File: src/rtl/mem_arb_pkg.sv
// Shared definitions for the unified memory-port arbiter: FSM states,
// requester IDs and parameter defaults.
package mem_arb_pkg;

    typedef enum logic [1:0] {
        ST_IDLE    = 2'd0,
        ST_BUSY_IF = 2'd1,
        ST_BUSY_D  = 2'd2,
        ST_DONE    = 2'd3
    } state_t;

    typedef enum logic {
        REQ_IF = 1'b0,
        REQ_D  = 1'b1
    } req_id_t;

    localparam int          DEF_TIMEOUT_CYCLES = 255;
    localparam logic [31:0] DEF_ERR_DATA       = 32'hDEAD_BEEF;

endpackage

File: src/rtl/mem_arbiter_if.sv
// Memory-side bus of the arbiter: master is the arbiter, slave is the memory.
interface mem_arbiter_if;
    logic        mem_req;
    logic        mem_we;
    logic [31:0] mem_addr;
    logic [31:0] mem_wdata;
    logic [31:0] mem_rdata;
    logic        mem_ack;

    modport master (
        output mem_req, mem_we, mem_addr, mem_wdata,
        input  mem_rdata, mem_ack
    );

    modport slave (
        input  mem_req, mem_we, mem_addr, mem_wdata,
        output mem_rdata, mem_ack
    );
endinterface

File: src/rtl/mem_arb_pick.sv
// Combinational winner selection between fetch and data requesters.
// MEM_ARB_ROUND_ROBIN_EN: ties alternate using the parent's last-grant pointer.
module mem_arb_pick
    import mem_arb_pkg::*;
(
    input  logic    if_req,
    input  logic    d_req,
`ifdef MEM_ARB_ROUND_ROBIN_EN
    input  req_id_t last,
`endif
    output logic    valid,
    output req_id_t grant
);

    always_comb begin
        valid = if_req | d_req;
        grant = REQ_D;
        if (if_req && !d_req) begin
            grant = REQ_IF;
        end
`ifdef MEM_ARB_ROUND_ROBIN_EN
        else if (if_req && d_req && (last == REQ_D)) begin
            grant = REQ_IF;
        end
`endif
    end

endmodule

File: src/rtl/mem_arbiter.sv
// Arbitrates one multi-cycle memory port between instruction fetch and data.
// Optional MEM_ARB_ROUND_ROBIN_EN: round-robin tie-break instead of data-first.
//
//   state      | meaning
//   -----------+----------------------------------------------
//   ST_IDLE    | no transaction; grant on any request
//   ST_BUSY_IF | fetch access on the bus, waiting for mem_ack
//   ST_BUSY_D  | load/store access on the bus, waiting for mem_ack
//   ST_DONE    | ready pulse to winner; no grant this cycle
module mem_arbiter
    import mem_arb_pkg::*;
#(
    parameter int          TIMEOUT_CYCLES = DEF_TIMEOUT_CYCLES,
    parameter logic [31:0] ERR_DATA       = DEF_ERR_DATA
) (
    input  logic                 clk,
    input  logic                 rst,
    input  logic                 if_req,
    input  logic [31:0]          if_addr,
    output logic [31:0]          if_rdata,
    output logic                 if_ready,
    input  logic                 d_rd_req,
    input  logic                 d_wr_req,
    input  logic [31:0]          d_addr,
    input  logic [31:0]          d_wdata,
    output logic [31:0]          d_rdata,
    output logic                 d_ready,
    mem_arbiter_if.master        mem,
    output logic                 stall_b,
    output logic                 err
);

    localparam logic [7:0] TMO_LAST = 8'(TIMEOUT_CYCLES - 1);

    state_t      state, state_nxt;
    req_id_t     win;
    req_id_t     grant;
    logic        grant_valid;
    logic        do_grant, do_ack, do_tmo;
    logic        busy;
    logic [7:0]  cnt;
    logic        mem_we_q;
    logic [31:0] mem_addr_q, mem_wdata_q;

`ifdef MEM_ARB_ROUND_ROBIN_EN
    req_id_t last_grant;

    always_ff @(posedge clk) begin
        if (rst) begin
            last_grant <= REQ_IF;
        end else if (do_grant) begin
            last_grant <= grant;
        end
    end
`endif

    mem_arb_pick u_pick (
        .if_req (if_req),
        .d_req  (d_rd_req | d_wr_req),
`ifdef MEM_ARB_ROUND_ROBIN_EN
        .last   (last_grant),
`endif
        .valid  (grant_valid),
        .grant  (grant)
    );

    assign busy = (state == ST_BUSY_IF) || (state == ST_BUSY_D);

    always_ff @(posedge clk) begin
        if (rst) begin
            state <= ST_IDLE;
        end else begin
            state <= state_nxt;
        end
    end

    always_comb begin
        state_nxt = state;
        do_grant  = 1'b0;
        do_ack    = 1'b0;
        do_tmo    = 1'b0;
        case (state)
            ST_IDLE: begin
                if (grant_valid) begin
                    do_grant  = 1'b1;
                    state_nxt = (grant == REQ_D) ? ST_BUSY_D : ST_BUSY_IF;
                end
            end
            ST_BUSY_IF, ST_BUSY_D: begin
                if (mem.mem_ack) begin
                    do_ack    = 1'b1;
                    state_nxt = ST_DONE;
                end else if (cnt == TMO_LAST) begin
                    do_tmo    = 1'b1;
                    state_nxt = ST_DONE;
                end
            end
            ST_DONE: state_nxt = ST_IDLE;
            default: state_nxt = ST_IDLE;
        endcase
    end

    always_ff @(posedge clk) begin
        if (rst) begin
            win         <= REQ_IF;
            cnt         <= '0;
            mem_we_q    <= 1'b0;
            mem_addr_q  <= '0;
            mem_wdata_q <= '0;
            if_rdata    <= '0;
            d_rdata     <= '0;
            err         <= 1'b0;
        end else begin
            if (do_grant) begin
                win        <= grant;
                cnt        <= '0;
                mem_addr_q <= (grant == REQ_D) ? d_addr : if_addr;
                // A simultaneous load+store request is serviced as a store.
                mem_we_q   <= (grant == REQ_D) && d_wr_req;
                if (grant == REQ_D) begin
                    mem_wdata_q <= d_wdata;
                end
            end else if (busy && !mem.mem_ack) begin
                cnt <= cnt + 8'd1;
            end

            if (do_ack) begin
                if (win == REQ_IF) begin
                    if_rdata <= mem.mem_rdata;
                end else if (!mem_we_q) begin
                    d_rdata <= mem.mem_rdata;
                end
            end

            if (do_tmo) begin
                err <= 1'b1;
                if (win == REQ_IF) begin
                    if_rdata <= ERR_DATA;
                end else begin
                    d_rdata <= ERR_DATA;
                end
            end
        end
    end

    assign mem.mem_req   = busy;
    assign mem.mem_we    = mem_we_q;
    assign mem.mem_addr  = mem_addr_q;
    assign mem.mem_wdata = mem_wdata_q;

    assign if_ready = (state == ST_DONE) && (win == REQ_IF);
    assign d_ready  = (state == ST_DONE) && (win == REQ_D);

    assign stall_b = rst | ~((if_req & ~if_ready) | ((d_rd_req | d_wr_req) & ~d_ready));

endmodule
File: src/flat_wrapper.sv
// flat-port wrapper written by rule: the top's interface ports become plain ports
module mem_arbiter_flat import mem_arb_pkg::*;
#(
    parameter int          TIMEOUT_CYCLES = DEF_TIMEOUT_CYCLES,
    parameter logic [31:0] ERR_DATA       = DEF_ERR_DATA
)
  (clk, rst, if_req, if_addr, if_rdata, if_ready, d_rd_req, d_wr_req, d_addr, d_wdata, d_rdata, d_ready, stall_b, err, mem_mem_req, mem_mem_we, mem_mem_addr, mem_mem_wdata, mem_mem_rdata, mem_mem_ack);
  mem_arbiter_if mem_i ();
  input  logic clk;
  input  logic rst;
  input  logic if_req;
  input  logic [31:0] if_addr;
  output logic [31:0] if_rdata;
  output logic if_ready;
  input  logic d_rd_req;
  input  logic d_wr_req;
  input  logic [31:0] d_addr;
  input  logic [31:0] d_wdata;
  output logic [31:0] d_rdata;
  output logic d_ready;
  output logic stall_b;
  output logic err;
  output wire logic [$bits(mem_i.mem_req)-1:0] mem_mem_req;
  output wire logic [$bits(mem_i.mem_we)-1:0] mem_mem_we;
  output wire logic [$bits(mem_i.mem_addr)-1:0] mem_mem_addr;
  output wire logic [$bits(mem_i.mem_wdata)-1:0] mem_mem_wdata;
  input wire logic [$bits(mem_i.mem_rdata)-1:0] mem_mem_rdata;
  input wire logic [$bits(mem_i.mem_ack)-1:0] mem_mem_ack;
  assign mem_mem_req = mem_i.mem_req;
  assign mem_mem_we = mem_i.mem_we;
  assign mem_mem_addr = mem_i.mem_addr;
  assign mem_mem_wdata = mem_i.mem_wdata;
  assign mem_i.mem_rdata = mem_mem_rdata;
  assign mem_i.mem_ack = mem_mem_ack;
  mem_arbiter #(.TIMEOUT_CYCLES(TIMEOUT_CYCLES), .ERR_DATA(ERR_DATA)) u_core (.clk(clk), .rst(rst), .if_req(if_req), .if_addr(if_addr), .if_rdata(if_rdata), .if_ready(if_ready), .d_rd_req(d_rd_req), .d_wr_req(d_wr_req), .d_addr(d_addr), .d_wdata(d_wdata), .d_rdata(d_rdata), .d_ready(d_ready), .mem(mem_i), .stall_b(stall_b), .err(err));
endmodule
File: config.mk
export PLATFORM = sky130hd
export DESIGN_NAME = mem_arbiter_flat
export DESIGN_NICKNAME = d
export VERILOG_FILES = /design/src/rtl/mem_arb_pkg.sv /design/src/rtl/mem_arbiter_if.sv /design/src/rtl/mem_arb_pick.sv /design/src/rtl/mem_arbiter.sv /design/src/flat_wrapper.sv
export SDC_FILE = /design/constraint.sdc
export NUM_CORES = 1
export LEC_CHECK = 0
export CELL_PAD_IN_SITES_DETAIL_PLACEMENT = 1
export CELL_PAD_IN_SITES_GLOBAL_PLACEMENT = 1
export CORE_UTILIZATION = 28
export CTS_CLUSTER_DIAMETER = 150
export DETAILED_ROUTE_END_ITERATION = 16
export PLACE_DENSITY_LB_ADDON = 0.1
export SYNTH_ARGS = -nofsm -noshare
export SYNTH_HDL_FRONTEND = slang
export SYNTH_HIERARCHICAL = 1
export SYNTH_SLANG_ARGS = --single-unit
File: constraint.sdc
create_clock -name clk -period 2.4 [get_ports clk]
set_clock_uncertainty 0.1 [all_clocks]
set_input_delay 0.48 -clock clk [delete_from_list [all_inputs] [get_ports clk]]
set_output_delay 0.48 -clock clk [all_outputs]
set_load 0.02 [all_outputs]
# Yosys cells after proc, flatten, opt, wreduce, memory -nomap -nowiden
# Index checks and enable logic that the tools add are counted.
# Widths: inputs -> output; s select.
# totals
latch_bits	0
rom_bits	0
ram_bits	0
memories	0
out_inout_bits	134
reg_bits	141
# op_classes
bitwise	11
n_reduce_logical	13
add_sub_neg	1
n_mul	0
muxes	23
div	0
n_eq_ne	6
shifts	0
order_cmp	0
# op_table
op	count
$mux 32	10
$add 8x1->8 const B	1
$eq 8x8->1 const B	1
$mux 1	8
$mux 2	4
$pmux 2 s3	1
$logic_and 1x1->1	5
$not 1->1	5
$eq 2x2->1 const B	2
$or 1x1->1	4
$reduce_and 2->1	2
$reduce_or 2->1	2
$ne 3x2->1 const B	1
$and 1x1->1	2
$eq 2x1->1 const B	1
$logic_not 1->1	2
$logic_not 2->1	1
$ne 2x1->1 const B	1
$logic_or 1x1->1	1

# Logic depth before layout (Yosys ltp)
# Gate-level depths: netlist of run 1.
# logic_depth
word_depth	7
mapped_depth	9
depth_no_buf	6

# Hierarchy
# The synthesis of run 1 kept the hierarchy.
# by_module_without_submodules
mod	cells_per_inst	area_each_um2	instances	seq_area_each_um2
mem_arbiter	644	5437.7	1	2822.7
mem_arb_pick	2	12.5	1	0.0

# Worst setup path before layout of run 1
# Ideal clock, no wire load.
# synth_path
path_kind	register to register
start	register u_core.state[0]
end	register (tool-made name)
n_path_buf	1
setup_slack_ps	532
path_stages_with_launch	8
arrival_time_ps	1682
synth_period_minus_slack_ps	1868
path_cell_list	dfxtp_1 inv_1 ha_1 nor2b_1 nand2_1 clkbuf_1 nor2_1 a211oi_1
# synth_lines
item	line_no	rtl
from (decl)	mem_arbiter.sv:35	state_t state, state_nxt;
from (signal assigned)	mem_arbiter.sv:73	state <= state_nxt;

# Worst setup path after layout of run 1
# layout_path
start	register u_core.state[0]
end	output mem_mem_req
# layout_via
elab_chain_len	2
word_cells_on_any_way	3
classes_between	eq/ne (2); reduce/logical (1)
# layout_lines
item	line_no	rtl
$eq 2x1->1 or $eq 2x2->1 (tied branches)	mem_arbiter.sv:67	assign busy = (state == ST_BUSY_IF) || (state == ST_BUSY_D);
$logic_or 1x1->1 (*)	mem_arbiter.sv:67	
to (decl)	flat_wrapper.sv:23	output wire logic [$bits(mem_i.mem_req)-1:0] mem_mem_req;
# Every way passes the cells marked *; elsewhere a longest branch is shown, timed or not.

==> metrics, run 1 <==
period utilisation layout between 90 and 100%; number of max-cap violations 0; Pins Over Slew Limit 0; core box area around 0.019 mm^2; PD cells ~1100 mW/mm^2; async set or reset register ratio after synthesis 0%; share of cells above drive strength 1 between 6 and 7%; RSZ-0062 raised after global routing false; worst slack at placement -0.01111 ns; post-CTS resize count 5; Ys Warns 6; Worst path max stage delay 0.42 ns; multi-input combinational cell area approximately 0.0023 mm^2; PortBufs between 200 and 300; Antenna Nets Post-Route 0; CTS Root Buffer Type clkbuf_16; CP cell instances inv_1, ha_2, dlygate4sd2_1; DRC Markers 0; largest net degree at the start of global routing between 50 and 60; status complete, no violations; hold violation count in the final report 0; critical path required time 1.82 ns; Post-synth top flop dfxtp_1; area share of the largest cell type after synthesis 51.79%; worst hold slack between 0.3 and 0.4 ns; post-layout min period approximately 2.3 ns; Clock Path Buffers 2; Slowest-stage cell, CP ha_2; kind of critical path reg -> out; total setup buffers inserted after CTS 0; nature of the critical path startpoint flip-flop; Row Count 50; first drt pass iteration count 4; count leader, synth dfxtp_1; ANT cells 0; Tightest Pin Transition roughly 0.67 ns; hold_sp u_core/mem.mem_addr[29]; grt total ovfl 0; vias in the first global route around 5800; Initial Util between 20 and 30%; DPL Wire Length around 14000 um; WP data arrival approximately 1.7 ns; wire length per cell ~16 um; Max rail drop VDD between 0.4 and 0.5 mV; Critical Path Start u_core/state[0]; Post-Synthesis Cells 646; Area Overhead vs Synth 65.73%; hold crit path type reg -> reg; synth cell count leaders dfxtp_1 (141), nand2_1 (123), nor2_1 (77), a21oi_1 (54), a211oi_1 (43); design area approximately 0.0090 mm^2; endpoints failing setup 0; reg2reg path depth 7; CTS tree done; RD Place Congestion between 0.7 and 0.8; Fmax achieved approximately 0.44 GHz; Slew HR a little under three fifths; Mapped Avg Cell Area roughly 8.4 um^2; Placed Instance Area 0.008476 mm^2; Total Wirelength between 15000 and 20000 um; worst skew pair latency between 0.4 and 0.5 ns; total CTS buffers 17; Die Ht about 140 um; Synth cell types 33; IO Count between 200 and 300; fin nets 1043; Worst Hold Depth 2; DR vias/cell ~4.7; syn_nets just under 800; final setup margin roughly 0.13 ns; leak pwr roughly 3.5 nW; final core occ a little under half; via count between 5000 and 6000; Setup TNS 0 ns; EDFF count, synth 0; crit path max fanout 9; first-pass GRT wire length about 30000 um; Post-Syn Area about 0.0055 mm^2; CTS H-tree depth 4; Yosys reg bits between 100 and 150; fillers around 2200; Seq/Total Area, Yosys approximately half; R2R Path Start u_core/state[0]; largest cells by area after synthesis dfxtp_1 (52%), nand2_1 (8.5%), mux2i_1 (6.2%), a211oi_1 (5.9%), nor2_1 (5.3%); Synth area leader dfxtp_1; crit path capture type primary output; initial DRC count 191; overall global routing resource usage between 15 and 20%; sequential cell area 0.002824 mm^2; clock transition at the registers of the reported paths ~0.060 ns; CTS Sinks around 140; number of hold buffers added after CTS 0; initial antenna violation count 0; die area about 0.020 mm^2; width of the chip about 140 um
cell type report:
type / instances / share of cell area [%]
timing repair buffer: 283 / 31.85
clock inverter: 14 / 1.358
tap: 260 / 3.602
multi-input combinational: 433 / 26.01
sequential: 141 / 31.26
inverter: 28 / 1.164
clock buffer: 18 / 4.751
power breakdown:
group	leakage, nW	switching, W	internal (W)
clock	0.258	0.00104	0.00142
sequential	1.15	0.000342	0.00294
combinational	2.07	0.00223	0.00180
placed cells by master (no fill, tap or decap), drive strengths merged, types with 5 or more instances in the layout:
cell / instances
a211oi: 45
a21oi: 54
buf: 17
clkbuf: 18
clkdlybuf4s50: 262
clkinv: 7
clkinvlp: 5
dfxtp: 141
ha: 5
inv: 29
mux2i: 34
nand2: 123
nand3: 12
nor2: 77
o21ai: 43
worst paths after layout:
check / end / slack (ns)
setup / recovery: mem_mem_req / 0.13
hold / removal: u_core/mem.mem_addr[29] / 0.35
setup reg to reg: u_core/state[0] / 0.33
hold reg to reg: u_core/mem.mem_addr[29] / 0.35
worst max-delay path: cells and delay by family (launching register included):
kind,cells,cell delay (ns)
adder cells (fa/ha/maj),1,0.42
buffers and inverters,2,0.48
flip-flops,1,0.37
per-stage QoR:
stage	instances	power, W
3_5_place_dp	1145	0.007408
2_1_floorplan	646	0.005336
5_1_grt	1177	0.01037
6_report	1177	0.009776
3_3_place_gp	1145	0.007261
4_1_cts	1177	0.009919
cell families after synthesis:
| logic type | Yosys count | share of synthesized area [%] |
|---|---|---|
| AO/OA/AOI/OAI | 152 | 16.62 |
| XOR/XNOR | 6 | 0.9642 |
| AND/OR/NAND/NOR | 236 | 17.86 |
| multiplexers | 34 | 6.244 |
| flip-flops | 141 | 51.79 |
| adder cells (fa/ha/maj) | 5 | 1.148 |
| buffers and inverters | 72 | 5.372 |
routing by layer:
layer / GRT usage, % / wire, um / up-vias
met5: 0 / 0 / -
met4: 6.961 / 360 / 0
met3: 6.851 / 1503 / 27
met2: 33.38 / 8930 / 196
met1: 21.91 / 8124 / 2609
li1: - / - / 2683
(Power assumes the default switching activity.)
==> inputs of run 2 (changes only) <==
PLACE_DENSITY = 0.77   (was not set)
PLACE_DENSITY_LB_ADDON = not set   (was 0.1)
==> run 2 against run 1 <==
Effect of this change:
- flip-flop and latch count unchanged
- sequential power about the same
- cell area up 1.0%
- total power up 3.2%
- via count down 1.3%
- register-to-register slack better by 0.09 ns
- hold slack worse by 0.00085 ns
- cell count up 0.25%
- core utilization up 0.48 points
- critical path depth unchanged
- clock power up 13%
- clock-buffer cell count up 2
- largest cell class unchanged
==> metrics, run 2 (same netlist as run 1, synthesis figures left out) <==
number of max-cap violations 0 (unchanged); RSZ-0062 raised after global routing false (unchanged); CTS H-tree depth 4 (unchanged); CTS Sinks 141 (unchanged); design area 0.009123 mm^2 (was 0.009032 mm^2); die area 0.02003 mm^2 (unchanged); Die Ht 141.5 um (unchanged); fin nets 1046 (was 1043); Setup TNS 0 ns (unchanged); post-layout min period 2.292 ns (was 2.268 ns); first-pass GRT wire length 29930 um (was 30080 um); Initial Util 28.85% (unchanged); hold crit path type reg -> reg (unchanged); Total Wirelength 18760 um (was 18920 um); DPL Wire Length 13250 um (was 13800 um); via count 5446 (was 5515); period utilisation layout 95.48% (was 94.49%); width of the chip 141.5 um (unchanged); grt total ovfl 0 (unchanged); crit path capture type primary output (unchanged); crit path max fanout 7 (was 9); leading cell type in the layout, fill and taps excluded clkdlybuf4s50_1 (unchanged); Tightest Pin Transition 0.5492 ns (was 0.6650 ns); total CTS buffers 17 (unchanged); Placed Instance Area 0.008507 mm^2 (was 0.008476 mm^2); RD Place Congestion 0.7213 (was 0.7678); final core occ 48.28% (was 47.81%); Area Overhead vs Synth 67.38% (was 65.73%); Clock Path Buffers 2 (unchanged); CTS tree done (unchanged); clock transition at the registers of the reported paths 0.06 ns (about the same); Worst path max stage delay 0.45 ns (was 0.42 ns); PD cells 1106 mW/mm^2 (was 1082 mW/mm^2); Antenna Nets Post-Route 0 (unchanged); ANT cells 0 (unchanged); most frequent cells in the layout clkdlybuf4s50_1 (262), dfxtp_1 (141), nand2_1 (123), nor2_1 (77), a21oi_1 (53) (was clkdlybuf4s50_1 (262), dfxtp_1 (140), nand2_1 (123), nor2_1 (77), a21oi_1 (53)); initial DRC count 157 (was 191); critical path required time 1.82 ns (about the same); status complete, no violations (unchanged); share of cells above drive strength 1 5.978% (was 6.107%); Slowest-stage cell, CP ha_1 (was ha_2); core box area 0.01889 mm^2 (unchanged); leak pwr 3.529 nW (was 3.479 nW); endpoints failing setup 0 (unchanged); overall global routing resource usage 19.31% (about the same); CTS Root Buffer Type clkbuf_16 (unchanged); vias in the first global route 5553 (was 5811); WP data arrival 1.71 ns (was 1.69 ns); initial antenna violation count 0 (unchanged); Row Count 50 (unchanged); wire length per cell 15.89 um (was 16.07 um); Max rail drop VDD 0.5660 mV (was 0.4601 mV); DR vias/cell 4.615 (was 4.686); CP cell instances inv_1, ha_1, dlygate4sd2_1 (was inv_1, ha_2, dlygate4sd2_1); nature of the critical path startpoint flip-flop (unchanged); IO Count 268 (unchanged); Fmax achieved 0.4364 GHz (was 0.4410 GHz); hold violation count in the final report 0 (unchanged); kind of critical path reg -> out (unchanged); Pins Over Slew Limit 0 (unchanged); first drt pass iteration count 6 (was 4); largest net degree at the start of global routing 104 (was 57); worst hold slack 0.3499 ns (was 0.3507 ns); PortBufs 267 (unchanged); Slew HR 63.39% (was 55.67%); DRC Markers 0 (unchanged); worst skew pair latency 0.42 ns (about the same); number of hold buffers added after CTS 0 (unchanged)
[run 2: critical path: cells and delay by family, from the launching register on]
| kind | cells | cell delay [ns] |
|---|---|---|
| buffers and inverters | 2 | 0.48 |
| DFF | 1 | 0.37 |
| adders and majority gates | 1 | 0.45 |
[run 2: layout make-up]
class	instances	area [um^2]
sequential	141	2823
inverter	28	105.1
clock buffer	20	456.7
timing repair buffer	286	2912
multi-input combinational	433	2341
tap	260	325.3
clock inverter	12	160.2
fill	2179	9771
[run 2: repair_timing]
action	4_1_cts	5_1_grt
setup buffers	0	0
gates cloned	0	0
setup endpoints to repair	3	1
resized for setup	3	1
[run 2: path summary, 6_finish.rpt]
check,startpoint,to,slack [ns],depth (start not counted)
setup / recovery,u_core/state[0],mem_mem_req,0.11,3
setup reg to reg,u_core/state[0],u_core/state[0],0.42,7
hold reg to reg,u_core/mem.mem_addr[3],u_core/mem.mem_addr[3],0.35,2
hold / removal,u_core/mem.mem_addr[3],u_core/mem.mem_addr[3],0.35,2
[run 2: stage by stage]
stage	setup slack, ns	instances	total power, W
4_1_cts	0.05235	1180	0.01022
3_3_place_gp	0.03206	1148	0.007330
2_1_floorplan	0.5324	646	0.005336
5_1_grt	0.02313	1180	0.01070
3_5_place_dp	0.02570	1148	0.007414
6_report	0.1084	1180	0.01009
[run 2: layer usage]
metal	global-route usage (%)	vias to the layer above	part of all wire (%)
li1	-	2688	-
met2	31.97	212	48
met5	0	-	0
met3	7.560	19	8.9
met4	6.282	0	1.5
met1	22.88	2527	42
[run 2: report_power, final]
group | leakage, nW | total (W) | internal, W | switching (W)
registers | 1.15 | 0.00325 | 0.00294 | 0.000314
clock network | 0.290 | 0.00277 | 0.00170 | 0.00107
logic | 2.09 | 0.00406 | 0.00182 | 0.00224
total | 3.53 | 0.0101 | 0.00646 | 0.00363
